===== config.mk =====
export PLATFORM = sky130hd
export DESIGN_NAME = dnn_stream_loader
export DESIGN_NICKNAME = d
export VERILOG_FILES = /design/src/rtl/dnn_pkg.sv /design/src/rtl/dnn_stream_loader.sv
export SDC_FILE = /design/constraint.sdc
export NUM_CORES = 1
export LEC_CHECK = 0
export ABC_AREA = 1
export ABC_CLOCK_PERIOD_IN_PS = 13500
export BUFFER_PORTS_ARGS = -buffer_cell sky130_fd_sc_hd__buf_2
export CAP_MARGIN = 10
export CELL_PAD_IN_SITES_DETAIL_PLACEMENT = 0
export CELL_PAD_IN_SITES_GLOBAL_PLACEMENT = 1
export CORE_UTILIZATION = 40
export CTS_BUF_LIST = sky130_fd_sc_hd__clkbuf_4
export CTS_CLUSTER_DIAMETER = 50
export DETAILED_ROUTE_END_ITERATION = 12
export PLACE_DENSITY_LB_ADDON = 0.15
export RECOVER_POWER = 50
export SYNTH_ARGS = -nofsm -noshare
export SYNTH_HDL_FRONTEND = slang
export SYNTH_SLANG_ARGS = --single-unit

===== constraint.sdc =====
create_clock -name clk -period 13.5 [get_ports clk]
set_input_delay 2.025 -clock clk [delete_from_list [all_inputs] [get_ports clk]]
set_output_delay 2.025 -clock clk [all_outputs]
set_load 0.03 [all_outputs]

===== src/rtl/dnn_pkg.sv =====
// Shared constants and types for the dnn inference core and its stream loader.
package dnn_pkg;

    // Word width of activations and weights (signed); the core only supports 5.
    localparam int DW = 5;

    localparam int NUM_X  = 4;
    localparam int NUM_W1 = 16;
    localparam int NUM_W2 = 8;

    // Frame lengths in words.
    localparam int FRAME_X_LEN    = NUM_X;
    localparam int FRAME_FULL_LEN = NUM_X + NUM_W1 + NUM_W2;

    // Position of every value inside a full frame (0-based word index).
    localparam int IDX_X0  = 0;
    localparam int IDX_X1  = 1;
    localparam int IDX_X2  = 2;
    localparam int IDX_X3  = 3;
    localparam int IDX_W04 = 4;
    localparam int IDX_W05 = 5;
    localparam int IDX_W06 = 6;
    localparam int IDX_W07 = 7;
    localparam int IDX_W14 = 8;
    localparam int IDX_W15 = 9;
    localparam int IDX_W16 = 10;
    localparam int IDX_W17 = 11;
    localparam int IDX_W24 = 12;
    localparam int IDX_W25 = 13;
    localparam int IDX_W26 = 14;
    localparam int IDX_W27 = 15;
    localparam int IDX_W34 = 16;
    localparam int IDX_W35 = 17;
    localparam int IDX_W36 = 18;
    localparam int IDX_W37 = 19;
    localparam int IDX_W48 = 20;
    localparam int IDX_W49 = 21;
    localparam int IDX_W58 = 22;
    localparam int IDX_W59 = 23;
    localparam int IDX_W68 = 24;
    localparam int IDX_W69 = 25;
    localparam int IDX_W78 = 26;
    localparam int IDX_W79 = 27;

    // Word counter indices where s_last may legally appear.
    localparam logic [4:0] CNT_LAST_X    = 5'(FRAME_X_LEN - 1);
    localparam logic [4:0] CNT_LAST_FULL = 5'(FRAME_FULL_LEN - 1);

    // Loader state: LOAD accepts words, FIRE is the single in_ready cycle.
    typedef enum logic {
        LOAD = 1'b0,
        FIRE = 1'b1
    } ldr_state_e;

endpackage


===== src/rtl/dnn_stream_loader.sv =====
// Serial-to-parallel loader for the dnn core: stages a framed 5-bit word
// stream, validates framing, and commits activations/weights atomically.
module dnn_stream_loader #(
    parameter int DW = dnn_pkg::DW
) (
    input  logic                 clk,
    input  logic                 rst,
    input  logic signed [DW-1:0] s_data,
    input  logic                 s_valid,
    input  logic                 s_last,
    output logic                 s_ready,
    output logic signed [DW-1:0] x0,
    output logic signed [DW-1:0] x1,
    output logic signed [DW-1:0] x2,
    output logic signed [DW-1:0] x3,
    output logic signed [DW-1:0] w04,
    output logic signed [DW-1:0] w05,
    output logic signed [DW-1:0] w06,
    output logic signed [DW-1:0] w07,
    output logic signed [DW-1:0] w14,
    output logic signed [DW-1:0] w15,
    output logic signed [DW-1:0] w16,
    output logic signed [DW-1:0] w17,
    output logic signed [DW-1:0] w24,
    output logic signed [DW-1:0] w25,
    output logic signed [DW-1:0] w26,
    output logic signed [DW-1:0] w27,
    output logic signed [DW-1:0] w34,
    output logic signed [DW-1:0] w35,
    output logic signed [DW-1:0] w36,
    output logic signed [DW-1:0] w37,
    output logic signed [DW-1:0] w48,
    output logic signed [DW-1:0] w49,
    output logic signed [DW-1:0] w58,
    output logic signed [DW-1:0] w59,
    output logic signed [DW-1:0] w68,
    output logic signed [DW-1:0] w69,
    output logic signed [DW-1:0] w78,
    output logic signed [DW-1:0] w79,
    output logic                 in_ready,
    output logic                 w_valid,
    output logic                 frame_err
);

    localparam int LEN = dnn_pkg::FRAME_FULL_LEN;

    dnn_pkg::ldr_state_e r_state;
    logic [4:0]          r_cnt;
    logic                r_w_valid;
    logic                r_frame_err;

    // Staging holds the frame in flight; commit holds what the core sees.
    logic signed [DW-1:0] r_stage  [LEN];
    logic signed [DW-1:0] r_commit [LEN];

    logic w_accept;
    logic w_good_x;
    logic w_good_full;
    logic w_good;
    logic w_err;

    // Handshake and framing decode for the word currently offered.
    assign w_accept    = s_valid && (r_state == dnn_pkg::LOAD);
    assign w_good_x    = w_accept && s_last && (r_cnt == dnn_pkg::CNT_LAST_X) && r_w_valid;
    assign w_good_full = w_accept && s_last && (r_cnt == dnn_pkg::CNT_LAST_FULL);
    assign w_good      = w_good_x || w_good_full;
    // Any s_last that is not a good frame end, or a 28th word lacking s_last.
    assign w_err       = w_accept && !w_good && (s_last || (r_cnt == dnn_pkg::CNT_LAST_FULL));

    assign s_ready   = (r_state == dnn_pkg::LOAD);
    assign in_ready  = (r_state == dnn_pkg::FIRE);
    assign w_valid   = r_w_valid;
    assign frame_err = r_frame_err;

    // Control path: state, word counter, weight-valid flag and error pulse.
    always_ff @(posedge clk) begin
        if (rst) begin
            r_state     <= dnn_pkg::LOAD;
            r_cnt       <= 5'd0;
            r_w_valid   <= 1'b0;
            r_frame_err <= 1'b0;
        end else begin
            r_frame_err <= w_err;
            case (r_state)
                dnn_pkg::LOAD: begin
                    if (w_err) begin
                        r_cnt <= 5'd0;
                    end else if (w_good) begin
                        r_cnt   <= 5'd0;
                        r_state <= dnn_pkg::FIRE;
                        if (w_good_full) begin
                            r_w_valid <= 1'b1;
                        end
                    end else if (w_accept) begin
                        r_cnt <= r_cnt + 5'd1;
                    end
                end
                default: begin
                    r_state <= dnn_pkg::LOAD;
                end
            endcase
        end
    end

    genvar gi;
    generate
        for (gi = 0; gi < LEN; gi++) begin : g_word
            // Staging slot: capture its word, wiped when a frame is rejected.
            always_ff @(posedge clk) begin
                if (rst || w_err) begin
                    r_stage[gi] <= '0;
                end else if (w_accept && (r_cnt == 5'(gi))) begin
                    r_stage[gi] <= s_data;
                end
            end

            // Commit slot: the final word bypasses staging since it is being
            // accepted on this very edge.
            if (gi < dnn_pkg::NUM_X) begin : g_x
                always_ff @(posedge clk) begin
                    if (rst) begin
                        r_commit[gi] <= '0;
                    end else if (w_good) begin
                        r_commit[gi] <= (r_cnt == 5'(gi)) ? s_data : r_stage[gi];
                    end
                end
            end else begin : g_w
                // Weights only move on a full frame; input-only frames reuse them.
                always_ff @(posedge clk) begin
                    if (rst) begin
                        r_commit[gi] <= '0;
                    end else if (w_good_full) begin
                        r_commit[gi] <= (r_cnt == 5'(gi)) ? s_data : r_stage[gi];
                    end
                end
            end
        end
    endgenerate

    assign x0  = r_commit[dnn_pkg::IDX_X0];
    assign x1  = r_commit[dnn_pkg::IDX_X1];
    assign x2  = r_commit[dnn_pkg::IDX_X2];
    assign x3  = r_commit[dnn_pkg::IDX_X3];
    assign w04 = r_commit[dnn_pkg::IDX_W04];
    assign w05 = r_commit[dnn_pkg::IDX_W05];
    assign w06 = r_commit[dnn_pkg::IDX_W06];
    assign w07 = r_commit[dnn_pkg::IDX_W07];
    assign w14 = r_commit[dnn_pkg::IDX_W14];
    assign w15 = r_commit[dnn_pkg::IDX_W15];
    assign w16 = r_commit[dnn_pkg::IDX_W16];
    assign w17 = r_commit[dnn_pkg::IDX_W17];
    assign w24 = r_commit[dnn_pkg::IDX_W24];
    assign w25 = r_commit[dnn_pkg::IDX_W25];
    assign w26 = r_commit[dnn_pkg::IDX_W26];
    assign w27 = r_commit[dnn_pkg::IDX_W27];
    assign w34 = r_commit[dnn_pkg::IDX_W34];
    assign w35 = r_commit[dnn_pkg::IDX_W35];
    assign w36 = r_commit[dnn_pkg::IDX_W36];
    assign w37 = r_commit[dnn_pkg::IDX_W37];
    assign w48 = r_commit[dnn_pkg::IDX_W48];
    assign w49 = r_commit[dnn_pkg::IDX_W49];
    assign w58 = r_commit[dnn_pkg::IDX_W58];
    assign w59 = r_commit[dnn_pkg::IDX_W59];
    assign w68 = r_commit[dnn_pkg::IDX_W68];
    assign w69 = r_commit[dnn_pkg::IDX_W69];
    assign w78 = r_commit[dnn_pkg::IDX_W78];
    assign w79 = r_commit[dnn_pkg::IDX_W79];

endmodule


==> impl_metrics.toml <==
[yosys]
synthTopCellsByArea = "edfxtp_1 65%, nand2_1 5.6%, a21oi_1 5.0%"
ys_seq_area_frac = 0.665
synth.cell_area_mm2 = 0.0127
async_flop_share = 0
yosysTopAreaCell = "edfxtp_1"
ys_top_cells_by_count = "276 x edfxtp_1, 189 x nand2_1, 127 x a21oi_1"
yosysTopAreaCellShare = 0.652
ys_types = 31
synth_most_common_cell = "edfxtp_1"
syn_nets = 1130
synth-seq-cells = 284
avgSynthCellArea_um2 = 11.4
synth_edf_count = 276
yosysWarnings = 0
synth_cells = 1116
synth_flop_cell = "edfxtp_1"

[sta]
fmax_mhz = 133
worst_slew_pin_slew_ns = 4.43
setup_viol_count_final = 0
slew_violations = 331
hold_violations = 0
rsz0062_at_grt = "no"
skew_ns = 0.0402
min_period_ns = 7.50
max_slew_margin = -1.95
fin_crit_sh = 0.555
whs_ns = 0.504
tns_ns = 0

[min_path]
hold_start = "w_valid"
holdPathEnd = "w_valid"
whs_path_depth = 2
hold_class = "reg -> reg"

[global_routing]
grt_pass1_vias = 8611
gr-total-overflow = 0
grt_max_degree = 93
grt_pass1_wl_um = 50200
antenna_found_initial = 2
grt_util_all_layers = 0.203

[setup_path]
worstSetupStartpointType = "input pin"
r2r-start = "r_cnt[0]"
cp_slowest_cell = "clkbuf_1"
path_class = "in -> reg"
crit_path_max_fanout = 61
path_cells = "clkbuf_1 -> clkinvlp_2 -> clkbuf_1 -> o21ai_0 -> clkbuf_1 -> buf_4"
critical-path-max-stage-delay_ns = 3.08
crit_required_ns = 13.85
cp.arrival_ns = 7.85
crit_top_cell = "clkbuf_1"
timing.rr.end = "r_commit[0][59]"
reg2regPathDepth = 8
r2r_slack_ns = 7.18
path_buf_inv = 5
crit_path_end_kind = "register"
critPathTopFamily = "buffers and inverters"

[layout]
final_layout_size_suffix_gt1_frac = 0.180
syn_to_final_growth_pct = 13.1
fillers = 2954
multi_input_comb_area_mm2 = 0.00367
nets = 1285
seqCellArea_mm2 = 0.00845

[die]
die_x_um = 180
rows = 64
dieArea_mm2 = 0.0325
start_util = 0.411
fp.dieH_um = 180
io_pins = 153
fp.coreArea_mm2 = 0.0309

[clocking]
clk_latency_ns = 0.68
clock_sinks = 284
cts.reportedPaths.clkPinSlew_ns = 0.06
root_buffer = "clkbuf_4"
post_cts_resized = 0
clock_path_buffers = 3
post_cts_buffers = 0
cts_hold_buffers = 0
cts_buffers = 74
cts_tree = "built"
htreeDepth = 3

[drt]
first_iter_violations = 640
num_vias = 8863
viasPerCell = 5.18
ant_nets = 0
drcViolationCount = 0
wire_per_inst_um = 19.0
first_pass_iters = 5
drt_wl_total_um = 32500

[power_and_ir_drop]
p_leak_nw = 5.00
power.ir.vdd_worst_mv = 0.0556
powerDensity_mw_per_mm2 = 131
power.total_mw = 1.89

[place]
gp_congestion = 0.745
io_buffers = 152
dp_hpwl_um = 18900

[run_status]
violations = "max-capacitance violations, max-slew violations"
status = "finished with violations"

[job]
max_cap_viol_count = 6
sequential cells by signal, summed over array words and instances, names as in the netlist:
| register | cells |
|---|---|
| r_commit | 140 |
| r_stage | 136 |
| r_cnt | 5 |
| frame_err | 1 |
| in_ready | 1 |
| w_valid | 1 |
metal layers:
metal  GRT usage  share of wire  vias up
li1            -              -     4253
met1       0.272           0.45     4253
met2       0.328           0.47      300
met3      0.0445          0.062       57
met4      0.0622          0.019        0
met5           0              0        -
power by group:
part | total (mW) | switching (mW) | internal (mW)
Combinational | 0.123 | 0.104 | 0.0190
Sequential | 1.01 | 0.0103 | 1.00
Clock | 0.751 | 0.338 | 0.413
Total | 1.89 | 0.452 | 1.43
worst register-to-register path, cell delays in order, from the launching register on:
cell,delay (ns)
dfxtp_1,0.35
ha_1,0.46
nand4_4,0.27
nor2_1,0.10
nand2_1,0.55
clkbuf_1,2.90
inv_1,1.12
nand2_1,0.29
inv_1,0.07
cell families after synthesis:
group | count (synthesis) | synth area share
xor gates and xnor gates | 1 | 0.000689
adders and majority gates | 5 | 0.00492
and+or+nand+nor | 552 | 0.228
AOI/OAI and AO/OA | 146 | 0.0583
DFF | 284 | 0.665
buffers and inverters | 128 | 0.0431
placed cells by master, fill, tap and decap left out, drive strengths merged, types with 4 or more instances in the layout:
cell type / count
nand2: 191
nor2: 178
buf: 16
inv: 30
clkinv: 23
nand3b: 27
edfxtp: 276
nand3: 141
o21ai: 16
ha: 5
bufinv: 4
nand4: 14
clkbuf: 251
a21oi: 127
dfxtp: 8
how the worst max path moves through the flow:
stage	start	cells past startpoint	slack, ns	end
final	rst	6	6.00	r_commit[1][13]
after global routing	rst	6	5.54	r_commit[1][38]
after CTS	s_valid	10	9.70	r_commit[0][59]
after detailed placement	s_valid	10	8.95	r_commit[0][39]
after global placement	s_valid	10	8.95	r_commit[0][56]
after floorplan	s_valid	4	1.93	r_commit[0][20]
per-stage QoR:
stage,setup WS [ns],std cells,area [um2],util
final,6.00,1711,14400,0.465
after global routing,5.54,1711,14400,0.465
after CTS,9.70,1709,14600,0.473
after detailed placement,8.95,1591,13700,0.444
after global placement,8.95,1591,13700,0.444
after floorplan,1.93,1116,12700,-
final cells by class:
type                            count  share of cell area
Clock inverter                     19              0.0125
Timing Repair Buffer              168              0.0470
Sequential cell                   284               0.588
Inverter                           39              0.0103
Antenna cell                        2            0.000348
Multi-Input combinational cell    704               0.256
Clock buffer                       99              0.0517
Tap cell                          396              0.0345
(Power assumes the default switching activity.)
